==> src/rtl/div_unit_param_if.sv <==
`default_nettype none
// ============================================================================
// Module   : div_unit_param_if
// Purpose  : Request/response bundle between the EX stage and the
//            multi-cycle divider. EX drives operands and start/annul and
//            reads back the packed result and status flags.
// Revision : 1.0 - initial release
// ============================================================================
interface div_unit_param_if #(
  parameter int WIDTH = 32
);

  logic               signed_div_i;
  logic [WIDTH-1:0]   opdata1_i;
  logic [WIDTH-1:0]   opdata2_i;
  logic               start_i;
  logic               annul_i;
  logic [2*WIDTH-1:0] result_o;
  logic               ready_o;
  logic               divzero_o;
  logic               busy_o;

  // EX stage side: issues requests, consumes results
  modport master (
    output signed_div_i,
    output opdata1_i,
    output opdata2_i,
    output start_i,
    output annul_i,
    input  result_o,
    input  ready_o,
    input  divzero_o,
    input  busy_o
  );

  // Divider side: consumes requests, produces results
  modport slave (
    input  signed_div_i,
    input  opdata1_i,
    input  opdata2_i,
    input  start_i,
    input  annul_i,
    output result_o,
    output ready_o,
    output divzero_o,
    output busy_o
  );

endinterface
`default_nettype wire

==> src/rtl/div_unit_param.sv <==
`default_nettype none
// ============================================================================
// Module   : div_unit_param
// Purpose  : Parametrised multi-cycle radix-2 restoring divider. Divides
//            WIDTH-bit operands (signed or unsigned) in WIDTH iterations and
//            returns {remainder, quotient}. Divide-by-zero short-circuits to
//            a flagged zero result; annul aborts from any non-idle state.
// Revision : 1.0 - initial release
// ============================================================================
module div_unit_param #(
  parameter int WIDTH = 32,
  parameter int CNT_W = 6
) (
  input wire logic          clk,
  input wire logic          rst,
  div_unit_param_if.slave   bus
);

  typedef enum logic [1:0] {
    S_IDLE  = 2'd0,
    S_DZERO = 2'd1,
    S_BUSY  = 2'd2,
    S_DONE  = 2'd3
  } state_t;

  // Counter value held during the final iteration
  localparam logic [CNT_W-1:0] c_last_iter = CNT_W'(WIDTH - 1);

  state_t             r_state;
  logic [WIDTH-1:0]   r_rem;      // partial remainder
  logic [WIDTH-1:0]   r_dvd;      // dividend bits shifting out, quotient bits shifting in
  logic [WIDTH-1:0]   r_dvs;      // divisor magnitude
  logic [CNT_W-1:0]   r_cnt;
  logic               r_signed;
  logic               r_sign_q;
  logic               r_sign_r;
  logic [2*WIDTH-1:0] r_result;
  logic               r_ready;
  logic               r_divzero;
  logic               r_busy;

  logic               w_neg_a;
  logic               w_neg_b;
  logic [WIDTH-1:0]   w_mag_a;
  logic [WIDTH-1:0]   w_mag_b;
  logic               w_req;
  logic               w_div_zero;
  logic [WIDTH:0]     w_shift;
  logic [WIDTH:0]     w_diff;
  logic               w_ge;
  logic [WIDTH-1:0]   w_rem_nxt;
  logic [WIDTH-1:0]   w_quo_nxt;
  logic [WIDTH-1:0]   w_rem_fix;
  logic [WIDTH-1:0]   w_quo_fix;

  // Operand magnitudes: negative signed operands are negated so the core
  // loop always works on unsigned values.
  assign w_neg_a    = bus.signed_div_i & bus.opdata1_i[WIDTH-1];
  assign w_neg_b    = bus.signed_div_i & bus.opdata2_i[WIDTH-1];
  assign w_mag_a    = w_neg_a ? (~bus.opdata1_i + 1'b1) : bus.opdata1_i;
  assign w_mag_b    = w_neg_b ? (~bus.opdata2_i + 1'b1) : bus.opdata2_i;
  assign w_req      = bus.start_i & ~bus.annul_i;
  assign w_div_zero = (bus.opdata2_i == '0);

  // One restoring step. The remainder stays below the divisor, so the
  // shifted value fits in WIDTH+1 bits and the MSB of the WIDTH+1-bit
  // difference is a reliable borrow (negative) indicator.
  assign w_shift   = {r_rem, r_dvd[WIDTH-1]};
  assign w_diff    = w_shift - {1'b0, r_dvs};
  assign w_ge      = ~w_diff[WIDTH];
  assign w_rem_nxt = w_ge ? w_diff[WIDTH-1:0] : w_shift[WIDTH-1:0];
  assign w_quo_nxt = {r_dvd[WIDTH-2:0], w_ge};

  // Sign correction applied to the final step's values. MIN/-1 naturally
  // wraps back to MIN because the magnitude quotient 2^(WIDTH-1) is
  // already the MIN bit pattern and sign_q is clear.
  assign w_quo_fix = (r_signed & r_sign_q) ? (~w_quo_nxt + 1'b1) : w_quo_nxt;
  assign w_rem_fix = (r_signed & r_sign_r) ? (~w_rem_nxt + 1'b1) : w_rem_nxt;

  // Control FSM plus datapath registers and registered outputs
  always_ff @(posedge clk or negedge rst) begin
    if (!rst) begin
      r_state   <= S_IDLE;
      r_rem     <= '0;
      r_dvd     <= '0;
      r_dvs     <= '0;
      r_cnt     <= '0;
      r_signed  <= 1'b0;
      r_sign_q  <= 1'b0;
      r_sign_r  <= 1'b0;
      r_result  <= '0;
      r_ready   <= 1'b0;
      r_divzero <= 1'b0;
      r_busy    <= 1'b0;
    end else begin
      case (r_state)
        S_IDLE: begin
          if (w_req) begin
            r_signed <= bus.signed_div_i;
            r_sign_q <= bus.signed_div_i & (bus.opdata1_i[WIDTH-1] ^ bus.opdata2_i[WIDTH-1]);
            r_sign_r <= bus.signed_div_i & bus.opdata1_i[WIDTH-1];
            r_dvd    <= w_mag_a;
            r_dvs    <= w_mag_b;
            r_rem    <= '0;
            r_cnt    <= '0;
            r_busy   <= 1'b1;
            r_state  <= w_div_zero ? S_DZERO : S_BUSY;
          end
        end

        S_DZERO: begin
          if (bus.annul_i) begin
            r_state   <= S_IDLE;
            r_busy    <= 1'b0;
            r_ready   <= 1'b0;
            r_divzero <= 1'b0;
            r_result  <= '0;
          end else begin
            r_state   <= S_DONE;
            r_result  <= '0;
            r_divzero <= 1'b1;
            r_ready   <= 1'b1;
          end
        end

        S_BUSY: begin
          if (bus.annul_i) begin
            r_state   <= S_IDLE;
            r_busy    <= 1'b0;
            r_ready   <= 1'b0;
            r_divzero <= 1'b0;
            r_result  <= '0;
          end else begin
            r_rem <= w_rem_nxt;
            r_dvd <= w_quo_nxt;
            r_cnt <= r_cnt + 1'b1;
            if (r_cnt == c_last_iter) begin
              r_state   <= S_DONE;
              r_result  <= {w_rem_fix, w_quo_fix};
              r_divzero <= 1'b0;
              r_ready   <= 1'b1;
            end
          end
        end

        S_DONE: begin
          // Result is held while EX keeps start high; releasing start or
          // annulling returns to idle with cleared outputs.
          if (bus.annul_i || !bus.start_i) begin
            r_state   <= S_IDLE;
            r_busy    <= 1'b0;
            r_ready   <= 1'b0;
            r_divzero <= 1'b0;
            r_result  <= '0;
          end
        end

        default: begin
          r_state <= S_IDLE;
          r_busy  <= 1'b0;
          r_ready <= 1'b0;
        end
      endcase
    end
  end

  assign bus.result_o  = r_result;
  assign bus.ready_o   = r_ready;
  assign bus.divzero_o = r_divzero;
  assign bus.busy_o    = r_busy;

endmodule
`default_nettype wire

==> src/flat_wrapper.sv <==
// flat-port wrapper written by rule: the top's interface ports become plain ports
module div_unit_param_flat 
#(
  parameter int WIDTH = 32,
  parameter int CNT_W = 6
)
  (clk, rst, bus_signed_div_i, bus_opdata1_i, bus_opdata2_i, bus_start_i, bus_annul_i, bus_result_o, bus_ready_o, bus_divzero_o, bus_busy_o);
  div_unit_param_if #(.WIDTH(WIDTH)) bus_i ();
  input wire logic clk;
  input wire logic rst;
  input wire logic [$bits(bus_i.signed_div_i)-1:0] bus_signed_div_i;
  input wire logic [$bits(bus_i.opdata1_i)-1:0] bus_opdata1_i;
  input wire logic [$bits(bus_i.opdata2_i)-1:0] bus_opdata2_i;
  input wire logic [$bits(bus_i.start_i)-1:0] bus_start_i;
  input wire logic [$bits(bus_i.annul_i)-1:0] bus_annul_i;
  output wire logic [$bits(bus_i.result_o)-1:0] bus_result_o;
  output wire logic [$bits(bus_i.ready_o)-1:0] bus_ready_o;
  output wire logic [$bits(bus_i.divzero_o)-1:0] bus_divzero_o;
  output wire logic [$bits(bus_i.busy_o)-1:0] bus_busy_o;
  assign bus_i.signed_div_i = bus_signed_div_i;
  assign bus_i.opdata1_i = bus_opdata1_i;
  assign bus_i.opdata2_i = bus_opdata2_i;
  assign bus_i.start_i = bus_start_i;
  assign bus_i.annul_i = bus_annul_i;
  assign bus_result_o = bus_i.result_o;
  assign bus_ready_o = bus_i.ready_o;
  assign bus_divzero_o = bus_i.divzero_o;
  assign bus_busy_o = bus_i.busy_o;
  div_unit_param #(.WIDTH(WIDTH), .CNT_W(CNT_W)) u_core (.clk(clk), .rst(rst), .bus(bus_i));
endmodule
==> config.mk <==
export PLATFORM = sky130hd
export DESIGN_NAME = div_unit_param_flat
export DESIGN_NICKNAME = d
export VERILOG_FILES = /design/src/rtl/div_unit_param_if.sv /design/src/rtl/div_unit_param.sv /design/src/flat_wrapper.sv
export SDC_FILE = /design/constraint.sdc
export NUM_CORES = 1
export LEC_CHECK = 0
export CAP_MARGIN = 20
export CORE_UTILIZATION = 58
export DETAILED_ROUTE_END_ITERATION = 8
export PLACE_DENSITY = 0.78
export SLEW_MARGIN = 20
export SYNTH_ARGS = -nofsm -noshare
export SYNTH_HDL_FRONTEND = slang
export SYNTH_SLANG_ARGS = --single-unit
==> constraint.sdc <==
create_clock -name clk -period 5.5 [get_ports clk]
set_input_delay 1.1 -clock clk [delete_from_list [all_inputs] [get_ports clk]]
set_output_delay 1.1 -clock clk [all_outputs]
set_load 0.05 [all_outputs]
==> results of run 1 <==
-- synthesized netlist by cell type, types with 10 or more instances --
cell type	count	area [µm²]
or3_1	16	100
xor2_1	62	543
a211oi_1	10	75.1
dfrtp_1	174	4350
a22oi_1	36	270
ha_1	40	500
a21oi_1	105	526
clkbuf_1	65	244
o21a_1	15	113
nand2b_1	11	68.8
a31oi_1	16	100
o31ai_1	19	143
buf_2	14	70.1
nand4_1	17	106
xnor2_1	77	674
nand3_1	51	255
nor3_1	41	205
mux2i_1	22	220
and2_1	15	93.8
o21ai_0	224	1120
nor4_1	22	138
nor2_1	96	360
inv_1	64	240
a21o_1	13	97.6
nand2_1	190	713
o211ai_1	10	75.1
-- critical path, cell delays in order (launching register included) --
cell       delay (ns)
dfrtp_1          0.40
inv_1            0.10
ha_1             0.16
inv_1            0.05
fa_1             0.42
a211oi_1         0.29
o211ai_1         0.18
nand3_1          0.17
a21o_1           0.18
mux2_2           0.36
nor2_2           0.12
inv_2            0.14
mux2i_1          0.25
ha_1             0.24
a21boi_0         0.24
and2_1           0.18
nand3_1          0.10
o2bb2ai_1        0.25
a2111oi_0        0.65
mux2i_1          0.26
nand2_1          0.06
-- state kept, by name (all words and copies together), names as in the netlist --
signal                cells
u_core.bus.result_o      64
u_core.r_cnt              6
u_core.bus.ready_o        1
u_core.bus.divzero_o      1
u_core.r_sign_r           1
u_core.bus.busy_o         1
u_core.r_signed           1
u_core.r_dvs             32
u_core.r_dvd             32
u_core.r_sign_q           1
u_core.r_rem             32
u_core.r_state            2
-- worst paths after layout --
| path | start | end | slack [ns] |
|---|---|---|---|
| max | u_core.r_dvd[31] | u_core.bus.result_o[60] | 0.59 |
| min | u_core.bus.result_o[40] | u_core.bus.result_o[40] | 0.48 |
| max reg2reg | u_core.r_dvd[31] | u_core.bus.result_o[60] | 0.59 |
| min reg2reg | u_core.bus.result_o[40] | u_core.bus.result_o[40] | 0.48 |
| max in group asynchronous | rst | u_core.bus.result_o[14] | 3.82 |
| min in group asynchronous | rst | u_core.r_rem[9] | 0.71 |
-- kinds of logic (layout without fill, tap and decap cells) --
logic type                 count (synthesis)  count (layout)
buffers and inverters                    150             254
adders and majority gates                 41              41
muxes                                     28              28
xor gates and xnor gates                 139             139
AOI/OAI and AO/OA                        511             511
and+or+nand+nor                          499             499
other                                      0               1
DFF                                      174             174
-- per-stage QoR --
| step | std cells | setup slack, ns | hold slack (ns) | util [%] |
|---|---|---|---|---|
| 2_1_floorplan | 1542 | 0.782 | 0.450 | - |
| 3_3_place_gp | 1889 | 0.784 | 0.462 | 66.5 |
| 3_5_place_dp | 1889 | 0.650 | 0.469 | 66.5 |
| 4_1_cts | 1921 | 0.639 | 0.486 | 69.2 |
| 5_1_grt | 1921 | 0.0392 | 0.497 | 69.2 |
| 6_report | 1922 | 0.586 | 0.481 | 69.3 |
-- cell usage in the layout (no fill, tap or decap), types with 22 or more instances in the layout --
cell type and instances:
dfrtp_1 174, mux2i_1 22, o21ai_0 223, xor2_1 62, nor3_1 41, xnor2_1 77, nand3_1 51, a22oi_1 36
nand2_1 190, clkdlybuf4s50_1 134, nor2_1 95, a21oi_1 104, inv_1 64, nor4_1 22, ha_1 40
-- layout make-up --
| cell class | count | area (µm²) |
|---|---|---|
| diodes | 1 | 2.50 |
| clock buffers | 19 | 443 |
| clock inverters | 13 | 128 |
| fillers | 1786 | 6440 |
| inverters | 65 | 244 |
| multi-input cells | 1218 | 7470 |
| flip-flops and latches | 174 | 4350 |
| well taps | 275 | 344 |
| repair buffers | 157 | 1530 |
-- where the power goes --
| group | internal (mW) | switching, mW | total [mW] | leakage [nW] |
|---|---|---|---|---|
| clock | 0.612 | 0.591 | 1.20 | 0.276 |
| combinational | 2.26 | 4.58 | 6.84 | 3.40 |
| sequential | 1.79 | 0.462 | 2.25 | 2.30 |
| total | 4.66 | 5.63 | 10.3 | 5.97 |
-- layer usage --
metal  track usage (%)  vias up
met2              55.8      560
met5                 0        -
met4              13.0        0
met1              49.6     5786
li1                  -     5722
met3              7.09       96
==> impl_metrics.csv, run 1 <==
group,metric,value,unit
logic_synthesis,syn_inst,1542,
run_status,violations,"design-rule violations",
drt,drtIter0Drc,1241,
timing,maxSlewHeadroom,38.1,%
cells_and_area,stdcell_area,14500,µm²
global_route,grt_pass1_vias,11300,
logic_synthesis,synth_cell_types,75,
clocking,cts_tree,"done",
drt,wl_met2,17500,µm
timing,hold_violations,0,
logic_synthesis,synth-simple-area-share,18.9,%
timing,rsz0062_at_grt,"no",
hold_path,min_path_cells,2,
timing,tightestPinTransition,0.929,ns
floorplan,initial_utilization,59.1,%
logic_synthesis,ys.flop_type,"dfrtp_1",
timing,final.setup_skew,0.0118,ns
placed_design,io_buffers,135,
drt,firstDrtPassIters,8,
clocking,htreeDepth,4,
clocking,post_cts_resized,0,
cells_and_area,syn2layout_area_growth,17.1,%
global_route,grt_max_degree,91,
clocking,clock_latency,0.45,ns
critical_path,end_kind,"register",
floorplan,die_area,22000,µm²
floorplan,die_h,148,µm
drt,top_layer_used,"met4",
placed_design,dpl-instance-area,13900,µm²
logic_synthesis,syn_area,12400,µm²
power_and_ir_drop,vdd_drop_max,0.409,mV
critical_path,crit_required,5.83,ns
clocking,clk_path_buf_depth,2,
critical_path,cp-start-kind,"register",
run_status,status,"finished with violations",
timing,fin_crit_sh,89.3,%
run,maxCapViolations,0,
critical_path,worstSetupPathType,"register to register",
cells_and_area,drive_gt1_share,4.92,%
logic_synthesis,synth-edff-count,0,
timing,timing.setup.tns,0,ns
drt,wl_per_cell,20.1,µm
global_route,overflow,0,
logic_synthesis,synth_top_family_by_area,"compound AO/OA/AOI/OAI gates",
power_and_ir_drop,p_leak,5.97,nW
hold_path,hp-class,"register to register",
placed_design,hpwl,29100,µm
clocking,path_clk_slew,0.07,ns
clocking,hold_buffers,0,
power_and_ir_drop,power_density,709,nW/µm²
logic_synthesis,synth_seq_cells,174,
drt,wl_met3,3010,µm
drt,routed_via_density,6.33,
logic_synthesis,yosys.area_share.xor_xnor,9.83,%
floorplan,coreArea,21000,µm²
logic_synthesis,synthArstFlopShare,100,%
global_route,grt_pass1_wl,61300,µm
timing,maxSlewViolCount,0,
placed_design,routabilityCongestion,0.932,
global_route,antenna_found_initial,2,
critical_path,r2r_cells,20,
logic_synthesis,synth_mux_area_share,2.32,%
critical_path,arrival,5.24,ns
drt,ant_nets,0,
drt,drc_errors,2,
logic_synthesis,ys_seq_area_share,35.1,%
logic_synthesis,yosys.area_share.adder,4.20,%
floorplan,fp-row-count,53,
critical_path,crit_fanout,12,
clocking,post_cts_buffers,0,
global_route,gr-usage-all-layers,35.9,%
floorplan,die_width,148,µm
logic_synthesis,synth_compound_area_share,24.9,%
clocking,cts_sinks,174,
timing,finalSetupViolCount,0,
logic_synthesis,yosysWarnings,0,
floorplan,ios,136,
clocking,numCtsBuffers,17,
drt,met1Wirelength,16900,µm
logic_synthesis,syn_area_per_cell,8.04,µm²
power_and_ir_drop,power,10.3,mW
cells_and_area,finalNetCount,1743,
drt,routed_wirelength,38700,µm
clocking,clock-root-buffer,"clkbuf_16",
drt,vias,12200,
logic_synthesis,synthesis.nets,1652,
timing,period_needed,4.91,ns
timing,max_freq,204,MHz
No activity file was read; power rests on OpenSTA's default activity.
==> inputs of run 2 (changes only) <==
- GPL_TIMING_DRIVEN: unset -> 0
- SLEW_MARGIN: 20 -> unset
==> run 2 against run 1 <==
The flow still finishes with violations (design-rule violations). First-iteration DRC count up 1.0%. Register-to-register slack worse by 0.41 ns. Fmax down 7.7%. Die area unchanged. Critical path depth up 1. Sequential power about the same. Combinational power up 5.1%. Non-clock buffer count up 62. Critical path type unchanged.
==> impl_metrics.csv, run 2 (synthesized netlist as in run 1, its figures left out) <==
group,metric,value,unit
run_status,status,"finished with violations",
run_status,violations,"design-rule violations",
placed_design,hpwl,31700,µm
cells_and_area,layout_common_cells,"o21ai_0, nand2_1, dfrtp_1",
timing,period_needed,5.32,ns
drt,ant_nets,0,
clocking,htreeDepth,4,
global_route,grtUsageMet1,55.3,%
timing,final.setup_skew,0.0155,ns
critical_path,crit_required,5.84,ns
timing,worst_slack,0.176,ns
timing,max_freq,188,MHz
critical_path,crit_family,"compound AO/OA/AOI/OAI gates",
drt,routed_wirelength,41300,µm
timing,finalSetupViolCount,0,
cells_and_area,finish.utilization,70.3,%
critical_path,crit_fanout,16,
timing,hold_violations,0,
drt,wl_per_cell,20.8,µm
drt,vias,12800,
global_route,top_usage_layer,"met2",
drt,routed_via_density,6.45,
timing,maxSlewHeadroom,29.7,%
global_route,grt_max_degree,117,
cells_and_area,register_area,4360,µm²
placed_design,io_buffers,133,
critical_path,worstSetupPathType,"register to register",
power_and_ir_drop,vdd_drop_max,0.381,mV
power_and_ir_drop,power_density,720,nW/µm²
floorplan,die_area,22000,µm²
clocking,cts_sinks,174,
floorplan,die_h,148,µm
drt,firstDrtPassIters,7,
floorplan,ios,136,
cells_and_area,antenna_cells,0,
critical_path,end_kind,"register",
placed_design,place_ws,-0.843,ns
clocking,cts_tree,"done",
hold_path,hp-class,"register to register",
run,maxCapViolations,0,
clocking,clock_latency,0.44,ns
critical_path,cp.buffers_inverters,4,
critical_path,cpPeakStageDelay,0.47,ns
cells_and_area,drive_gt1_share,4.92,%
drt,drtIter0Drc,1254,
cells_and_area,stdcell_area,14700,µm²
floorplan,die_width,148,µm
clocking,hold_buffers,0,
cells_and_area,finalNetCount,1805,
global_route,antenna_found_initial,0,
critical_path,cp-start-kind,"register",
clocking,clk_path_buf_depth,2,
clocking,numCtsBuffers,17,
timing,timing.setup.tns,0,ns
cells_and_area,largest_register_ffs,64,
global_route,grt_pass1_wl,65000,µm
timing,maxSlewViolCount,0,
placed_design,routabilityCongestion,1.00,
placed_design,dpl-instance-area,14100,µm²
power_and_ir_drop,p_leak,6.02,nW
global_route,grt_pass1_vias,11900,
floorplan,fp-row-count,53,
global_route,use_met2,56.5,%
floorplan,initial_utilization,59.1,%
global_route,overflow,0,
timing,tightestPinTransition,1.05,ns
clocking,path_clk_slew,0.07,ns
placed_design,dp.cells,1951,
cells_and_area,fin_cells,1982,
critical_path,arrival,5.66,ns
cells_and_area,multi_input_area,7530,µm²
cells_and_area,final_common_cell,"o21ai_0",
global_route,gr-usage-all-layers,38.2,%
drt,drc_errors,1,
cells_and_area,syn2layout_area_growth,18.9,%
timing,fin_crit_sh,96.8,%
floorplan,coreArea,21000,µm²
critical_path,crit_chain,"inv_2, ha_1, inv_1, fa_1, a211oi_2, o211ai_1, nand3_2, a21o_1, mux2_2, nor2_4, inv_4, clkbuf_4, a21oi_4, ha_4, a21boi_0, nand4_1, a21oi_2, a41oi_4, nor4b_4, nor3_1, o31ai_1",
global_route,use_met3,7.39,%
clocking,clock-root-buffer,"clkbuf_16",
critical_path,cp_slowest_cell,"dfrtp_2",
cells_and_area,nFillCells,1755,
-- run 2: cell count changes in the layout (fill, tap and decap cells not counted), sizes merged --
cell	before	now
buf	23	22
clkbuf	19	84
clkdlybuf4s50	134	132
clkinv	5	3
clkinvlp	2	3
diode	1	0
-- run 2: where the power goes --
group	internal [mW]	total [mW]	leakage, nW	switching, mW
Sequential	1.79	2.27	2.30	0.481
Combinational	2.33	7.19	3.46	4.85
Clock	0.600	1.15	0.261	0.553
Total	4.72	10.6	6.02	5.89
-- run 2: worst reg2reg max path, cell delays in order, from the launching register on --
cell and delay (ns):
dfrtp_2 0.47, inv_2 0.15, ha_1 0.19, inv_1 0.06
fa_1 0.45, a211oi_2 0.30, o211ai_1 0.23, nand3_2 0.20
a21o_1 0.17, mux2_2 0.40, nor2_4 0.18, inv_4 0.13
clkbuf_4 0.24, a21oi_4 0.22, ha_4 0.18, a21boi_0 0.23
nand4_1 0.23, a21oi_2 0.28, a41oi_4 0.21, nor4b_4 0.40
nor3_1 0.08, o31ai_1 0.23
-- run 2: cell type report --
class	instances	area share (%)
repair buffers	135	9.31
multi-input cells	1218	51.1
clock inverters	12	0.696
well taps	275	2.33
clock buffers	19	3.01
flip-flops and latches	174	29.6
inverters	65	1.67
plain buffers	84	2.34
-- run 2: what timing repair did --
item,4_1_cts,5_1_grt
endpoints found under the setup margin,18,10
buffers inserted,1,0
resized for setup,10,11
pin swaps,2,4
-- run 2: through the flow --
step                power [mW]  hold slack [ns]
floorplan                 6.90            0.450
global placement          9.00            0.462
global route              11.3            0.496
detailed placement        9.08            0.467
CTS                       10.3            0.482
finish                    10.6            0.479
-- run 2: final timing paths --
check	from	endpoint	slack [ns]	cells after the start
max	u_core.r_dvd[31]	u_core.bus.result_o[62]	0.18	21
min	u_core.bus.result_o[35]	u_core.bus.result_o[35]	0.48	2
max reg2reg	u_core.r_dvd[31]	u_core.bus.result_o[62]	0.18	21
min reg2reg	u_core.bus.result_o[35]	u_core.bus.result_o[35]	0.48	2
max in group asynchronous	rst	u_core.r_dvd[31]	3.94	2
min in group asynchronous	rst	u_core.r_rem[5]	0.58	1
-- run 2: per-layer routing --
metal	up-vias	share of wire (%)
met1	6147	43
met5	-	0
met3	99	9.7
li1	5859	-
met4	0	2.7
met2	687	44
==> inputs of run 3 (changes only) <==
- CORE_UTILIZATION: 58 -> 35
- PLACE_DENSITY: 0.78 -> 0.5
==> run 3 against run 2 <==
The run now ends clean. Non-clock buffer count grew 1. Clock skew grew 0.0025 ns. Clock power grew 6%. Utilization shrank 27 points. Sequential share of layout area shrank 0.49 points. Critical path depth grew 2. Final cell count grew 9.2%. Die area grew 65%. Register-to-register slack gained 0.02 ns. Wire length grew 12%. Total power grew 1.0%. Sequential cell count is the same. Critical path type unchanged. Largest cell class unchanged.
==> impl_metrics.csv, run 3 (synthesized netlist as in run 1, its figures left out) <==
group,metric,value,unit
drt,firstDrtPassIters,5,
floorplan,fp-row-count,68,
power_and_ir_drop,p_int,4.75,mW
critical_path,r2r-end,"u_core.bus.result_o[62]",
power_and_ir_drop,switching_share,55.7,%
cells_and_area,finish.utilization,43.2,%
cells_and_area,final_common_cell,"o21ai_0",
critical_path,cp-start-kind,"register",
clocking,cts_tree,"done",
hold_path,hp-class,"register to register",
floorplan,die_h,190,µm
timing,period_needed,5.31,ns
critical_path,cpPeakStageDelay,0.49,ns
cells_and_area,largest_register_ffs,64,
clocking,clk_path_buf_depth,2,
cells_and_area,multi_input_area,7530,µm²
drt,routed_wirelength,46100,µm
power_and_ir_drop,comb_power_share,67.1,%
cells_and_area,syn2layout_area_growth,20.9,%
floorplan,die_width,190,µm
placed_design,io_buffers,133,
drt,drc_errors,0,
power_and_ir_drop,power,10.7,mW
global_route,antenna_found_initial,0,
timing,tightestPinTransition,0.956,ns
global_route,overflow,0,
clocking,htreeDepth,4,
global_route,grt_max_degree,108,
drt,routed_via_density,5.64,
cells_and_area,nFillCells,3573,
clocking,path_clk_slew,0.08,ns
power_and_ir_drop,power_density,715,nW/µm²
drt,wl_per_cell,21.3,µm
cells_and_area,layout_common_cells,"o21ai_0, nand2_1, dfrtp_1",
cells_and_area,antenna_cells,0,
floorplan,initial_utilization,35.7,%
global_route,gr-usage-all-layers,26.0,%
timing,maxSlewHeadroom,35.7,%
critical_path,end_kind,"register",
placed_design,routabilityCongestion,0.933,
power_and_ir_drop,p_leak,6.03,nW
run,maxCapViolations,0,
floorplan,ios,136,
run_status,status,"finished clean",
clocking,clock-root-buffer,"clkbuf_16",
cells_and_area,finalNetCount,1806,
critical_path,arrival,5.67,ns
critical_path,cp.buffers_inverters,5,
timing,finalSetupViolCount,0,
critical_path,r2r_cells,23,
power_and_ir_drop,p_seq_share,21.5,%
cells_and_area,register_area,4360,µm²
critical_path,crit_fanout,16,
clocking,clock_latency,0.46,ns
floorplan,die_area,36200,µm²
global_route,grt_pass1_vias,11900,
critical_path,rrSetupSlack,0.19,ns
power_and_ir_drop,vdd_drop_max,0.326,mV
clocking,hold_buffers,0,
critical_path,crit_chain,"inv_1, ha_2, inv_1, fa_1, a211oi_2, o211ai_1, nand3_2, a21o_1, mux2_2, nor2_4, inv_4, buf_2, a21oi_4, ha_4, and2_1, nand3_1, or2_2, a211oi_2, a41oi_4, nor4b_2, buf_4, nor3_1, o31ai_1",
critical_path,critical_path.endpoint,"u_core.bus.result_o[62]",
critical_path,crit_family,"compound AO/OA/AOI/OAI gates",
drt,ant_nets,0,
timing,hold_violations,0,
clocking,numCtsBuffers,17,
critical_path,cp-startpoint,"u_core.r_dvd[31]",
critical_path,cp_slowest_cell,"dfrtp_2",
placed_design,hpwl,36400,µm
floorplan,coreArea,34700,µm²
critical_path,worstSetupPathType,"register to register",
timing,final.setup_skew,0.0180,ns
power_and_ir_drop,p_switching,5.97,mW
timing,fin_crit_sh,96.5,%
power_and_ir_drop,clkPwrFrac,11.4,%
clocking,cts_sinks,174,
critical_path,regToRegStartpoint,"u_core.r_dvd[31]",
timing,max_freq,188,MHz
global_route,grt_pass1_wl,71000,µm
cells_and_area,drive_gt1_share,5.09,%
timing,maxSlewViolCount,0,
critical_path,crit_required,5.86,ns
critical_path,path_depth,23,
drt,vias,12200,
drt,drtIter0Drc,1002,
hold_path,worstHoldStart,"u_core.bus.result_o[39]",
run 3: final cells by class:
type / count / share of cell area [%]
multi-input cells: 1218 / 50.2
flip-flops and latches: 174 / 29.1
repair buffers: 136 / 9.20
well taps: 455 / 3.80
clock buffers: 18 / 2.86
plain buffers: 84 / 2.29
inverters: 65 / 1.64
clock inverters: 14 / 0.893
run 3: power groups by stage:
stage / registers [mW] / clock network [mW] / logic, mW
global placement: 2.30 / 0 / 6.97
detailed placement: 2.31 / 0 / 6.98
global route: 2.37 / 1.30 / 7.78
CTS: 2.29 / 1.25 / 7.07
finish: 2.30 / 1.22 / 7.19
floorplan: 2.84 / 0 / 4.06
run 3: timing repair:
item                       CTS  global route
pin swaps                    2             1
setup endpoints to repair   18            12
gates resized for setup     11             9
buffers inserted             2             0
hold endpoints to repair     0             0
run 3: how the worst min path moves through the flow:
| stage | slack [ns] | cells after the start | endpoint |
|---|---|---|---|
| CTS | 0.49 | 2 | u_core.r_dvs[20] |
| detailed placement | 0.47 | 2 | u_core.bus.ready_o |
| floorplan | 0.45 | 2 | u_core.r_dvs[10] |
| finish | 0.48 | 2 | u_core.bus.result_o[39] |
| global route | 0.50 | 2 | u_core.bus.result_o[15] |
| global placement | 0.46 | 2 | u_core.bus.result_o[40] |
run 3: worst reg2reg max path: stages (launching register included):
cell	delay, ns
dfrtp_2	0.49
inv_1	0.15
ha_2	0.27
inv_1	0.08
fa_1	0.43
a211oi_2	0.26
o211ai_1	0.22
nand3_2	0.16
a21o_1	0.16
mux2_2	0.39
nor2_4	0.16
inv_4	0.13
buf_2	0.23
a21oi_4	0.22
ha_4	0.19
and2_1	0.19
nand3_1	0.12
or2_2	0.33
a211oi_2	0.23
a41oi_4	0.10
nor4b_2	0.26
buf_4	0.16
nor3_1	0.04
o31ai_1	0.24
run 3: per-layer routing:
metal / GRT usage (%) / vias to the layer above / wire [µm]
met5: 0 / - / 0
met2: 39.7 / 364 / 20400
met3: 3.56 / 49 / 2240
li1: - / 5846 / -
met4: 7.91 / 0 / 992
met1: 37.9 / 5942 / 22500
run 3: through the flow:
stage,setup TNS (ns),worst slack [ns],std cells,area (µm²),hold slack [ns]
floorplan,0,0.782,1542,12400,0.450
global placement,-807.90,-4.60,2130,14300,0.464
detailed placement,-9.86,-1.05,2131,14300,0.472
CTS,0,0.0274,2164,14900,0.488
global route,-0.0360,-0.0360,2164,15000,0.504
finish,0,0.192,2164,15000,0.480
